$ cat src/rtl/mant_multiplier.sv
// mant_multiplier: iterative shift-add significand multiplier; exact 2*MW-bit unsigned product for rounding.
// Latency: 11 cycles accept->out_valid (6 with `define MANT_MUL_RADIX4_EN, radix-4 with precomputed 3x multiple).
// Backpressure: one operation in flight; out_ready low holds DONE with product stable, in_ready low until handshake.
module mant_multiplier #(
    parameter int MW = 11
) (
    input  logic              clk,
    input  logic              rst,
    input  logic              in_valid,
    output logic              in_ready,
    input  logic [MW-1:0]     a,
    input  logic [MW-1:0]     b,
    output logic              out_valid,
    input  logic              out_ready,
    output logic [2*MW-1:0]   product
);

`ifdef MANT_MUL_RADIX4_EN
    localparam int MPW   = MW + (MW % 2);
    localparam int SH    = 2;
    localparam int STEPS = MPW / 2;
`else
    localparam int MPW   = MW;
    localparam int SH    = 1;
    localparam int STEPS = MW;
`endif
    localparam logic [3:0] LAST = 4'(STEPS - 1);

    typedef enum logic [1:0] {IDLE, RUN, DONE} state_t;

    state_t            state;
    logic [2*MW-1:0]   acc;
    logic [2*MW-1:0]   mcand;
    logic [2*MW-1:0]   addend;
    logic [MPW-1:0]    mplier;
    logic [3:0]        cnt;
    logic [2*MW-1:0]   a_ext;

    assign a_ext = {{MW{1'b0}}, a};

`ifdef MANT_MUL_RADIX4_EN
    logic [2*MW-1:0]   mcand3;

    // One recoded digit per step: 0, 1x, 2x or the precomputed 3x multiple.
    always_comb begin
        addend = '0;
        case (mplier[1:0])
            2'd1:    addend = mcand;
            2'd2:    addend = mcand << 1;
            2'd3:    addend = mcand3;
            default: addend = '0;
        endcase
    end
`else
    always_comb begin
        addend = '0;
        if (mplier[0]) addend = mcand;
    end
`endif

    always_ff @(posedge clk) begin
        if (rst) begin
            state  <= IDLE;
            acc    <= '0;
            mcand  <= '0;
            mplier <= '0;
            cnt    <= '0;
`ifdef MANT_MUL_RADIX4_EN
            mcand3 <= '0;
`endif
        end else begin
            case (state)
                IDLE: begin
                    if (in_valid) begin
                        acc    <= '0;
                        mcand  <= a_ext;
                        mplier <= MPW'(b);
                        cnt    <= '0;
`ifdef MANT_MUL_RADIX4_EN
                        mcand3 <= a_ext + (a_ext << 1);
`endif
                        state  <= RUN;
                    end
                end
                RUN: begin
                    // Truncation is safe: the final product always fits in 2*MW bits.
                    acc    <= acc + addend;
                    mcand  <= mcand << SH;
                    mplier <= mplier >> SH;
                    cnt    <= cnt + 4'd1;
`ifdef MANT_MUL_RADIX4_EN
                    mcand3 <= mcand3 << SH;
`endif
                    if (cnt == LAST) state <= DONE;
                end
                DONE: begin
                    if (out_ready) state <= IDLE;
                end
                default: state <= IDLE;
            endcase
        end
    end

    assign in_ready  = (state == IDLE);
    assign out_valid = (state == DONE);
    assign product   = acc;

endmodule
$ cat config.mk
export PLATFORM = sky130hd
export DESIGN_NAME = mant_multiplier
export DESIGN_NICKNAME = d
export VERILOG_FILES = /design/src/rtl/mant_multiplier.sv
export SDC_FILE = /design/constraint.sdc
export NUM_CORES = 1
export LEC_CHECK = 0
export BUFFER_PORTS_ARGS = -buffer_cell sky130_fd_sc_hd__buf_4
export CORE_MARGIN = 5
export CORE_UTILIZATION = 40
export CTS_CLUSTER_DIAMETER = 150
export DETAILED_ROUTE_END_ITERATION = 10
export GPL_TIMING_DRIVEN = 0
export SYNTH_ARGS = -nofsm -noshare
export SYNTH_HDL_FRONTEND = slang
export SYNTH_SLANG_ARGS = --single-unit
$ cat constraint.sdc
create_clock -name clk -period 2.9 [get_ports clk]
set_clock_uncertainty 0.05 [all_clocks]
set_input_delay 0.29 -clock clk [delete_from_list [all_inputs] [get_ports clk]]
set_output_delay 0.29 -clock clk [all_outputs]
set_load 0.1 [all_outputs]
* Word-level counts from Yosys, hierarchy flattened
Cells that the tools add are included.
** Word-level totals
- Register bits after elaboration :: 61
- Input bits :: 26
- Word-level logic and storage cells :: 30
** Operators by class
- Add/sub/neg operators :: 2
- Eq/ne operators :: 6
- Muxes and demuxes :: 13
- Reduce and logical (&&, ||, !) cells :: 4
** Operators with widths (number)
- $pmux 22 s2 :: 2
- $mux 22 :: 3
- $add 22x22->22 :: 1
- $pmux 11 s2 :: 1
- $mux 11 :: 1
- $pmux 4 s2 :: 1
- $mux 2 :: 3
- $pmux 2 s3 :: 1
- $add 4x1->4 const B :: 1
- $eq 4x4->1 const B :: 1
- $mux 4 :: 1
- $ne 2x2->1 const B :: 2
- $reduce_and 3->1 :: 1
- $eq 2x1->1 const B :: 1
- $eq 2x2->1 const B :: 1
- $logic_not 2->1 :: 1
- $ne 2x1->1 const B :: 1
- $reduce_and 2->1 :: 1
- $reduce_bool 2->1 :: 1

* Logic depth before layout (Yosys ltp)
Gate-level depths: netlist (run 1).
- Word-level depth :: 3
- Mapped depth :: 12

* Worst setup path before layout (run 1)
OpenSTA, ideal clock, no wires.
- Kind :: reg2reg
- Start point :: register acc[0] (netlist: product[0])
- End point :: register acc[18] (netlist: product[18])
- Data arrival time :: 3021 ps
- Data required time :: 2785 ps
- Setup slack :: -236 ps
- Stages on the path, launching flop included :: 11
- Path buffers :: 0
- Cells stage by stage :: dfxtp_1 -> ha_1 -> inv_1 -> fa_1 -> nor2b_4 -> o2111a_2 -> o311ai_2 -> a21oi_2 -> a31oi_2 -> or4b_1 -> nand3_1
** On the way
- Word-level cells in the longest chain between the ends :: 2
** Ends and longest elaborated chain
- from (decl) :: line 32 : logic [2*MW-1:0] acc;
- from (signal assigned) :: line 87 : acc <= acc + addend;
- $add 22x22->22 :: line 87
- $pmux 22 s2 :: line 72 : case (state)
Every way passes these cells.
A chain may end at the register's enable or synchronous reset.

* Final worst setup path (run 1)
- Start point :: register mplier[0]
- End point :: register acc[18] (netlist: product[18])
** On the way
- Word-level cells in the longest chain between the ends :: 3
** Ends and longest elaborated chain
- from (decl) :: line 35 : logic [MPW-1:0] mplier;
- from (signal assigned) :: line 77 : mplier <= MPW'(b);
- from (signal assigned) :: line 89 : mplier <= mplier >> SH;
- $mux 22 :: line 57 : if (mplier[0]) addend = mcand;
- $add 22x22->22 :: line 87
- $pmux 22 s2 :: line 72
Every way passes these cells.

==> results of run 1 <==
[flip-flops by register name, summed over array words and instances (netlist names)]
register  cells
state         2
cnt           4
mplier       11
mcand        22
product      22
[metal layers]
metal	vias up	global-route usage, %	routed length [um]
met5	-	0	0
met4	0	5.00	85
met3	11	5.07	592
met2	104	28.4	4480
met1	1663	23.3	4490
li1	1790	-	-
[stage by stage]
stage	instance area, um^2	cells	utilization [%]	setup TNS (ns)
6_report	4480	652	50.9	0
5_1_grt	4480	652	50.9	-0.0234
4_1_cts	4410	647	50.0	0
3_5_place_dp	4160	630	47.2	-0.452
3_3_place_gp	4160	630	47.2	-0.334
2_1_floorplan	3660	473	-	0
[power groups by stage]
stage	logic [uW]	registers (uW)	clock network, uW
floorplan	160	924	0
global placement	253	913	0
detailed placement	255	914	0
CTS	257	895	882
global route	291	900	924
finish	259	896	862
[final cells by class]
type                    count  area (um^2)
clock buffers              14          193
well taps                 108          135
repair buffers             55          413
flip-flops and latches     61         1230
plain buffers              29          120
clock inverters             2         37.5
inverters                   6         22.5
multi-input cells         377         2330
fillers                   861         4330
[synth_stat cells, types with 3 or more instances]
cell,instances
nor2_1,102
dfxtp_1,61
a21oi_1,47
clkbuf_1,27
nor2b_1,25
nor3_1,24
ha_1,23
and2_1,21
nand2_1,20
a22oi_1,19
a22o_1,11
xnor2_1,11
o21ai_0,7
inv_1,6
a21o_1,5
nand3_1,5
xor2_1,5
nand2b_1,4
nand4_1,4
o21ai_1,4
or3_1,4
o211ai_1,3
[worst max-delay path: stages (launching register included)]
cell and delay, ns:
dfxtp_4 0.37, buf_6 0.12, and2_1 0.12, ha_2 0.18
inv_1 0.06, fa_2 0.42, nor2b_4 0.13, o2111a_2 0.25
o311ai_4 0.11, a21oi_2 0.23, a31oi_4 0.13, or4b_1 0.48
nand3_1 0.09
[worst max-delay path by stage]
| stage | to | slack (ns) | cells after the start |
|---|---|---|---|
| 4_1_cts | product[18]$_SDFFE_PP0P_ | 0.03 | 12 |
| 2_1_floorplan | product[14]$_SDFFE_PP0P_ | 0.01 | 7 |
| 5_1_grt | product[18]$_SDFFE_PP0P_ | -0.02 | 12 |
| 3_3_place_gp | product[18]$_SDFFE_PP0P_ | -0.20 | 12 |
| 3_5_place_dp | product[18]$_SDFFE_PP0P_ | -0.23 | 12 |
| 6_report | product[18]$_SDFFE_PP0P_ | 0.09 | 12 |
[logic make-up (layout without fill, tap and decap cells)]
family / after synthesis / count (layout)
AO/OA/AOI/OAI: 116 / 116
XOR/XNOR: 16 / 16
adder cells (fa/ha/maj): 24 / 24
buffers and inverters: 35 / 106
flip-flops: 61 / 61
multiplexers: 2 / 2
AND/OR/NAND/NOR: 219 / 219
[what timing repair did]
action	CTS	global route
resized for setup	5	8
pin swaps	1	5
hold endpoints to repair	0	0
setup endpoints to repair	3	4
buffers inserted	1	5
==> impl_metrics.ini, run 1 <==
[placed_design]
gp_routability_congestion = 0.861
post-place-ws_ns = -0.232
place_hpwl_um = 7250
port_buffers = 49

[power_and_ir_drop]
power_frac_comb_pct = 12.8
swShare_pct = 26.4
p_int_uw = 1480
p_clk_share_pct = 42.7
fin_total_pwr_uw = 2020
p_leak_uw = 0.00200
p_per_area_nw_per_um2 = 450
peakVddDrop_uv = 210
pwr-share-seq_pct = 44.4
switchingPower_uw = 532

[setup_path]
critical_path.endpoint_type = flop
r2r_cells = 12
critPathMaxFanout = 10
cp.required_ns = 3.14
critPathArrivalTime_ns = 3.06
r2r_slack_ns = 0.09
r2r_start = mplier[0]$_SDFFE_PP0P_
start_kind = flop
path_class = reg2reg
critPathLaunch = mplier[0]$_SDFFE_PP0P_
regToRegEndpoint = product[18]$_SDFFE_PP0P_

[synth]
synth-simple-area-share_pct = 28.7
synth_compound_gate_area_share_pct = 21.3
synth.avg_cell_area_um2 = 7.72
synth_top_family_by_area = simple AND/OR/NAND/NOR gates
post-synth-top-area-fraction_pct = 33.4
ys_warn_count = 0
synth_edf_count = 0
postSynth.asyncResetShare_pct = 0
ys_seq_area_share_pct = 33.4
synthXorXnorAreaFrac_pct = 3.84
synth_mux_area_share_pct = 0.582
syn_inst = 473
synth_seq_cells = 61
yosysTopAreaCell = dfxtp_1
synthAdderAreaFrac_pct = 8.42
netlist_area_um2 = 3650
synthTopCellsByArea = dfxtp_1, nor2_1, ha_1, a21oi_1, nor2b_1
ys.flop_type = dfxtp_1
synth_nets = 523
yosys.cell_types.count = 51

[timing]
hold_viol_final = 0
finalMaxSlewViolations = 0
tightestPinTransition_ns = 0.733
final-setup-viol-count = 0
whs_ns = 0.151
rsz0062_at_grt = yes
layout_min_cycle_time_ns = 2.81
slew_headroom_pct = 51.0
setup_slack_ns = 0.0855
period_share_pct = 97.1
fmax_mhz = 355

[clock_tree]
clk_latency_ns = 0.35
cts-root-buf = clkbuf_8
cts_tree = yes
cts_buffers = 9
clk_path_buf_depth = 2
clock_sinks = 61
cts_max_level = 3
hold_buffers = 0
clk_pin_slew_worst_paths_ns = 0.07

[routing]
ant_nets = 0
route.detailed.wl_per_inst_um = 14.8
drtPass1Iterations = 4
drc = 0
drt_iter0_drc = 212
vias = 3568
viasPerCell = 5.47
wl_um = 9650

[worst_hold_path]
hold_path.class = in2reg
holdPathStages = 3
min-delay-start = b[10]
hold_end = mplier[10]$_SDFFE_PP0P_

[global_routing]
grt_max_degree = 11
grt_usage_pct = 17.7
grt_first_pass_wirelength_um = 16200
antenna_found_initial = 0
grt_pass1_vias = 3303
grt-ovfl-total = 0

[die]
initial_core_util_pct = 41.5
io_pins = 50
design.die.area_um2 = 11100
die_h_um = 106
die_w_um = 106
coreArea_um2 = 8810
rows = 34

[job]
maxCapViolCount = 0

[cells_and_area]
insertedDiodeCount = 0
mostFrequentLayoutCell = nor2_1
area_growth_pct = 22.6
final_layout_size_suffix_gt1_share_pct = 16.5
layout_common_cells = nor2_1, dfxtp_1, buf_4
fin_nets = 589

[outcome]
status = complete, no violations
No activity file was read; power rests on OpenSTA's default activity.
==> inputs of run 2 (changes only) <==
Settings changed: ABC_AREA set to 1.
==> run 2 against run 1 <==
  * Final cell count up 29%
  * Global-route usage up 1.3 points
  * Clock power about the same
  * Critical endpoint is now product[14]$_SDFFE_PP0P_
  * Sequential share of layout area fell by 1.7 points
  * Fmax rose by 6.2%
  * Highest routed layer unchanged
  * Total power fell by 1.9%
  * Sequential cell count unchanged
  * First-iteration DRC count decreased by 20%
==> impl_metrics.ini, run 2 <==
[clock_tree]
cts_buffers = 9
cts-root-buf = clkbuf_8
clk_pin_slew_worst_paths_ns = 0.08
clock_sinks = 61
clk_path_buf_depth = 2
clk_latency_ns = 0.35
cts_max_level = 3
cts_tree = yes
post_cts_buffers = 0

[setup_path]
critical_path.endpoint_type = flop
r2r_start = mplier[0]$_SDFFE_PP0P_
crit_slowest_cell = dfxtp_1
cp_top_family = simple AND/OR/NAND/NOR gates
path_buf_inv = 4
critPathLaunch = mplier[0]$_SDFFE_PP0P_
start_kind = flop
cp.required_ns = 3.07
cp_common_cell = nand2_1
cpPeakStageDelay_ns = 0.44
path_class = reg2reg
path_cells = buf_2 > nand2_1 > inv_1 > ha_1 > inv_1 > fa_1 > inv_1 > nand3_1 > nand3_1 > nand2_1 > nand2_1 > nand2_1 > nand2_1 > nand2_1 > nand3_1 > a21oi_1
critPathArrivalTime_ns = 2.82
critPathMaxFanout = 10

[synth]
ys.flop_type = dfxtp_1
synth_seq_cells = 61
syn_inst = 645
synth.avg_cell_area_um2 = 6.20
synth_edf_count = 0
netlist_area_um2 = 4000
synth_common_cells = nand2_1, inv_1, dfxtp_1, a21oi_1, nand3_1
ys_seq_area_share_pct = 30.5
synthTopCellsByArea = dfxtp_1, nand2_1, inv_1, ha_1, a21oi_1
yosysTopAreaCell = dfxtp_1
post-synth-top-area-fraction_pct = 30.5
synth_nets = 695
synth_most_common_cell = nand2_1
ys_warn_count = 0
yosys.cell_types.count = 32
postSynth.asyncResetShare_pct = 0

[power_and_ir_drop]
p_leak_uw = 0.00255
pwr-share-seq_pct = 44.6
fin_total_pwr_uw = 1980
power_frac_comb_pct = 11.7
peakVddDrop_uv = 194
swShare_pct = 27.4
p_clk_share_pct = 43.7
p_int_uw = 1440
switchingPower_uw = 541
p_per_area_nw_per_um2 = 416

[routing]
vias = 4021
viasPerCell = 4.77
met3_wirelength_um = 620
top_layer_used = met4
drc = 0
ant_nets = 0
wl_um = 10700
met1_length_um = 4860
drtPass1Iterations = 4
wl_met2_um = 5040
drt_iter0_drc = 169
route.detailed.wl_per_inst_um = 12.7

[placed_design]
port_buffers = 49
post-place-cells = 827
place_hpwl_um = 8560
gp_routability_congestion = 0.918

[timing]
hold_viol_final = 0
final-setup-viol-count = 0
whs_ns = 0.161
setup_tns_ns = 0
finalMaxSlewViolations = 0
rsz0062_at_grt = no
layout_min_cycle_time_ns = 2.65
fmax_mhz = 377
period_share_pct = 91.4
tightestPinTransition_ns = 0.533
slew_headroom_pct = 64.5

[global_routing]
grt_max_degree = 13
antenna_found_initial = 0
grt-ovfl-total = 0
grt_first_pass_wirelength_um = 17900
grt_usage_pct = 19.0
grt_pass1_vias = 3867

[cells_and_area]
fin_cells = 843
fin_nets = 755
layout_common_cells = nand2_1, inv_1, dfxtp_1
final_layout_size_suffix_gt1_share_pct = 13.2
mostFrequentLayoutCell = nand2_1
fin_util_pct = 48.7
area_growth_pct = 19.0
insertedDiodeCount = 0

[outcome]
status = complete, no violations

[worst_hold_path]
hold_path.class = in2reg
min-delay-start = a[8]

[die]
coreArea_um2 = 9770
initial_core_util_pct = 40.9
design.die.area_um2 = 12100
die_w_um = 110
rows = 36
io_pins = 50
die_h_um = 110

[job]
maxCapViolCount = 0
-- run 2: cell count changes after synthesis, sizes merged, moves of 20 or more --
cell,previous run,this run
nor2,102,31
inv,6,98
and2,21,1
clkbuf,27,5
nor2b,26,0
nand2,20,267
nand3,5,28
-- run 2: path summary, 6_finish.rpt --
path	end	slack (ns)	depth (start not counted)
worst max-delay path	product[14]$_SDFFE_PP0P_	0.25	16
worst min-delay path	mcand[8]$_SDFFE_PP0P_	0.16	5
worst max register to register	product[14]$_SDFFE_PP0P_	0.25	16
worst min register to register	mcand[21]$_SDFFE_PP0P_	0.42	2
-- run 2: cell families after synthesis --
group / after synthesis / share of synthesized area (%)
flip-flops: 61 / 30.5
AO/OA/AOI/OAI: 91 / 13.0
XOR/XNOR: 1 / 0.219
AND/OR/NAND/NOR: 349 / 35.9
buffers and inverters: 119 / 12.7
adder cells (fa/ha/maj): 24 / 7.70
-- run 2: area by class of cell --
cell class | count | area (um^2)
fill | 1071 | 5020
multi-input combinational | 465 | 2270
sequential | 61 | 1220
timing repair buffer | 49 | 368
inverter | 98 | 368
tap | 133 | 166
buffer | 21 | 140
clock buffer | 9 | 124
clock inverter | 7 | 98.8
-- run 2: worst reg2reg max path: stages (launching register included) --
cell and delay [ns]:
dfxtp_1 0.44, buf_2 0.25, nand2_1 0.07, inv_1 0.05
ha_1 0.19, inv_1 0.07, fa_1 0.37, inv_1 0.13
nand3_1 0.09, nand3_1 0.22, nand2_1 0.09, nand2_1 0.14
nand2_1 0.12, nand2_1 0.08, nand2_1 0.05, nand3_1 0.07
a21oi_1 0.06
-- run 2: routing by layer --
layer	global-route usage [%]	up-vias
met3	3.55	13
met2	32.1	74
li1	-	2152
met1	24.4	1782
met5	0	-
met4	6.23	0
-- run 2: power groups by stage --
stage               clock [uW]  combinational (uW)  sequential [uW]
floorplan                    0                 149              903
global placement             0                 230              902
detailed placement           0                 234              902
CTS                        887                 234              883
global route               924                 258              886
finish                     864                 231              883
-- run 2: timing repair --
action | CTS | global route
hold buffers | 0 | 0
endpoints found under the setup margin | 0 | 5
gates resized for setup | 0 | 3
-- run 2: stage by stage --
stage                     setup WS (ns)  instance area, um^2
final                             0.249                 4760
after CTS                         0.117                 4760
after global placement            0.188                 4530
after global routing           0.000677                 4760
after detailed placement          0.132                 4530
after floorplan                   0.351                 4000
